[src/rtl/base_rr_enc_arb.sv]
`timescale 1ns/1ps
// ---------------------------------------------------------------------------
// base_rr_enc_arb
//
// Round-robin arbiter with a registered, binary-encoded grant. Every grant
// goes out as an index (o_sel) plus a valid (o_v). The index drives a
// downstream mux select directly. A requester learns that it won from a
// one-cycle accept pulse on i_r.
//
// Parameters
//   ways       number of requesting ways (2..64)
//   sel_width  width of the encoded select, $clog2(ways)
//
// Ports
//   clk      rising-edge clock
//   reset_n  asynchronous active-low reset
//   i_v      per-way request valid, bit 0 = way 0
//   i_r      per-way accept pulse, one-hot on a load cycle, zero otherwise
//   o_v      registered grant valid
//   o_r      downstream ready; the grant is consumed when o_v & o_r
//   o_sel    registered index of the granted way
//   i_lock   (only with BASE_RR_ENC_ARB_LOCK_EN) lock request, sampled on loads
//
// Optional feature macro: BASE_RR_ENC_ARB_LOCK_EN
//   When this macro is defined, a load taken with i_lock=1 pins the arbiter
//   to the way just granted. While pinned, only that way can win. A load
//   taken with i_lock=0 releases the pin.
// ---------------------------------------------------------------------------
module base_rr_enc_arb #(
    parameter int ways      = 2,
    parameter int sel_width = $clog2(ways)
) (
    input  logic                 clk,
    input  logic                 reset_n,
    input  logic [ways-1:0]      i_v,
    output logic [ways-1:0]      i_r,
`ifdef BASE_RR_ENC_ARB_LOCK_EN
    input  logic                 i_lock,
`endif
    output logic                 o_v,
    input  logic                 o_r,
    output logic [sel_width-1:0] o_sel
);

    logic [sel_width-1:0] ptr;
    logic [ways-1:0]      req_rot;
    logic [sel_width-1:0] rr_win;
    logic                 rr_any;
    logic [sel_width-1:0] win;
    logic                 any;
    logic                 load;

    // Round-robin search. The request vector is rotated so that bit 0 holds
    // way ptr+1. Shifting a doubled copy makes the wrap happen at ways, not
    // at 2^sel_width. The lowest set bit gives the offset of the winner.
    always_comb begin
        int off;
        int idx;
        req_rot = ways'({i_v, i_v} >> (int'(ptr) + 1));
        off     = 0;
        for (int k = ways - 1; k >= 0; k--) begin
            if (req_rot[k]) off = k;
        end
        idx = int'(ptr) + 1 + off;
        if (idx >= ways) idx = idx - ways;
        rr_win = sel_width'(idx);
        rr_any = |i_v;
    end

`ifdef BASE_RR_ENC_ARB_LOCK_EN
    logic locked;

    // While locked, only the last-granted way is eligible. If that way is
    // idle, nothing loads.
    always_comb begin
        win = locked ? ptr : rr_win;
        any = locked ? i_v[ptr] : rr_any;
    end

    always_ff @(posedge clk or negedge reset_n) begin
        if (!reset_n) begin
            locked <= 1'b0;
        end else if (load) begin
            locked <= i_lock;
        end
    end
`else
    assign win = rr_win;
    assign any = rr_any;
`endif

    // Gating with reset_n keeps i_r quiet while reset is held.
    assign load = reset_n & (~o_v | o_r) & any;

    always_comb begin
        i_r = '0;
        if (load) i_r[win] = 1'b1;
    end

    // Grant register. A load replaces the grant. A consumed grant with no
    // replacement drops o_v and leaves o_sel/ptr as they were. A stall holds
    // everything.
    always_ff @(posedge clk or negedge reset_n) begin
        if (!reset_n) begin
            o_v   <= 1'b0;
            o_sel <= '0;
            ptr   <= sel_width'(ways - 1);
        end else if (load) begin
            o_v   <= 1'b1;
            o_sel <= win;
            ptr   <= win;
        end else if (o_r) begin
            o_v   <= 1'b0;
        end
    end

endmodule

[config.mk]
export PLATFORM = sky130hd
export DESIGN_NAME = base_rr_enc_arb
export DESIGN_NICKNAME = d
export VERILOG_FILES = /design/src/rtl/base_rr_enc_arb.sv
export SDC_FILE = /design/constraint.sdc
export NUM_CORES = 1
export LEC_CHECK = 0
export ABC_AREA = 1
export ABC_CLOCK_PERIOD_IN_PS = 1500
export CORE_AREA = 2 2 39 41
export CTS_CLUSTER_DIAMETER = 150
export DETAILED_ROUTE_END_ITERATION = 12
export DIE_AREA = 0 0 41 43
export PLACE_DENSITY = 0.34
export SLEW_MARGIN = 20
export SYNTH_ARGS = -nofsm -noshare
export SYNTH_HDL_FRONTEND = slang
export SYNTH_SLANG_ARGS = --single-unit
[constraint.sdc]
create_clock -name clk -period 1.5 [get_ports clk]
set_input_delay 0.3 -clock clk [delete_from_list [all_inputs] [get_ports clk]]
set_output_delay 0.3 -clock clk [all_outputs]
set_load 0.03 [all_outputs]
==> flow_summary.ini <==
[clock_tree]
cts_buffers = 3
root_buffer = clkbuf_4
htree_levels = 1
clk_pin_slew_ns = 0.03
cts_tree = built
clock-sinks = 3
clk_path_buf_depth = 2
insertion_delay_ns = 0.23

[cells_and_area]
utilization_pct = 25.32
final_common_cell = nand2_1
diodes = 0
fin_cells = 57
mostFrequentLayoutCells = nand2_1, dlygate4sd2_1, inv_1, buf_4
drive_gt1_share_pct = 48.78
stdcell_area_um2 = 350.3
syn_to_final_growth_pct = 93.10
nNetsFinal = 47

[detailed_routing]
vias_per_cell = 3.491
routed_wl_um = 474
first_pass_iters = 2
ant_nets = 0
drc = 0
post_drt_wl_per_cell_um = 8.316
vias = 199
drt_iter0_drc = 1

[grt]
busiest_layer = met2
use_met1_pct = 6.796
grt_pass1_wl_um = 662
grt-ovfl-total = 0
antenna_found_initial = 0
grt.total_usage_pct = 6.237
grt_pass1_vias = 170
grt_use_met2_pct = 7.187
grtUsageMet3_pct = 4.712
grt_start_max_net_pins = 4

[logic_synthesis]
ys_seq_area_share_pct = 42.07
mappedNetlistNets = 30
yosysTopAreaCell = dfrtp_1
syn-cell-area_um2 = 181.4
synth_seq_cells = 3
synth_top_area_share_pct = 27.59
yosysWarnings = 0
synth.area.top_cells = dfrtp_1, nand2_1, dfstp_2, inv_1, nand3_2
synth_cell_types = 8
avgSynthCellArea_um2 = 7.257
syn_inst = 25

[critical_path]
critPathKind = register to primary output
worstPathMaxFanout = 3
critPathLaunchType = register
regToRegStartpoint = ptr
reg2reg_to = o_sel
critPathArrivalTime_ns = 1.21
reg2reg_depth = 5
rrSetupSlack_ns = 0.52
critical_path_required_ns = 1.20
worstSetupEndpointType = primary output
cp-startpoint = ptr

[timing]
hold_ws_ns = 0.1488
period_share_pct = 100.3
slew-limit-headroom_pct = 79.36
fmax_mhz = 664.4
hold_viol_final = 0
finalWorstSetupSlack_ns = -0.005191
finalCriticalPeriod_ns = 1.505
clock_skew_ns = 0.0004922
drv_slew = 0
worst_pin_slew_ns = 0.3109
rsz0062_at_grt = yes
setup_violations = 1

[pwr]
total_power_mw = 0.3835
p_per_area_mw_per_mm2 = 1095
leakage_nw = 0.1973
ir_drop_v = 0.0004263

[place]
placed_cell_area_um2 = 291.5
dp.cells = 51
gp_congestion = 0.6692
numPortBuffers = 8

[job]
maxCapViolations = 0

[floorplan]
die_area_mm2 = 0.001763
floorplan.initialDensity_pct = 13.11
die_w_um = 41
ios = 9
core_region_area_mm2 = 0.001384
fp.dieH_um = 43
rows = 14

[min_path]
hold_class = primary input to asynchronous set/reset pin

[outcome]
violations = negative setup slack
outcome = complete, but fails checks
## cell usage after synthesis
| master | instances |
|---|---|
| nand2_1 | 10 |
| nand3_2 | 2 |
| dfstp_2 | 1 |
| inv_1 | 6 |
| nor2_2 | 1 |
| dfrtp_1 | 2 |
| nor2_1 | 2 |
| nand2_4 | 1 |
## sequential cells by signal, summed over array words and instances (netlist names)
register  cells
o_v           1
o_sel         1
ptr           1
## timing repair
action / CTS / global route
pin swaps: 1 / 1
resized for setup: 10 / 5
gates cloned: 0 / 0
endpoints found under the setup margin: 4 / 2
hold buffers: 0 / 0
setup buffers: 1 / 1
## cell families (layout without fill, tap and decap cells)
logic type | after synthesis | after routing | share of synthesized area [%]
buffers and inverters | 6 | 22 | 12.41
AND/OR/NAND/NOR | 16 | 16 | 45.52
flip-flops | 3 | 3 | 42.07
## metrics by stage
step	worst slack, ns	setup TNS [ns]
floorplan	0.06107	0
global placement	-0.1174	-0.1702
detailed placement	-0.1147	-0.1769
CTS	-0.005530	-0.007512
global route	-0.07197	-0.1351
finish	-0.005191	-0.005191
## worst max-delay path, stage by stage (launching register included)
cell     delay [ns]
dfstp_2        0.54
nand2_2        0.06
nand2_2        0.06
nand2_2        0.08
nand3_4        0.08
inv_2          0.04
buf_6          0.13
## layer usage
metal  part of all wire [%]  routed length, um
met1                     43                206
met2                     47                224
met3                    9.1                 43
met4                      0                  0
met5                      0                  0
## where the power goes
group / switching (mW) / leakage, nW / internal, mW / total [mW]
clock network: 0.0396 / 0.0150 / 0.0995 / 0.139
registers: 0.0114 / 0.0345 / 0.101 / 0.113
logic: 0.0754 / 0.148 / 0.0564 / 0.132
## worst max path at each step
stage                         to  slack, ns
after floorplan           i_r[0]       0.06
after global placement    i_r[1]      -0.12
after detailed placement  i_r[1]      -0.11
after CTS                 i_r[0]     -0.006
after global routing      i_r[1]      -0.07
final                     i_r[1]     -0.005
## area by class of cell
type	instances	area, um2
Fill cell	165	1033
Timing Repair Buffer	12	105.1
Multi-Input combinational cell	16	100.1
Sequential cell	3	76.32
Clock buffer	4	26.28
Inverter	6	22.52
Tap cell	16	20.02
Power figures use the tool's default switching activity.
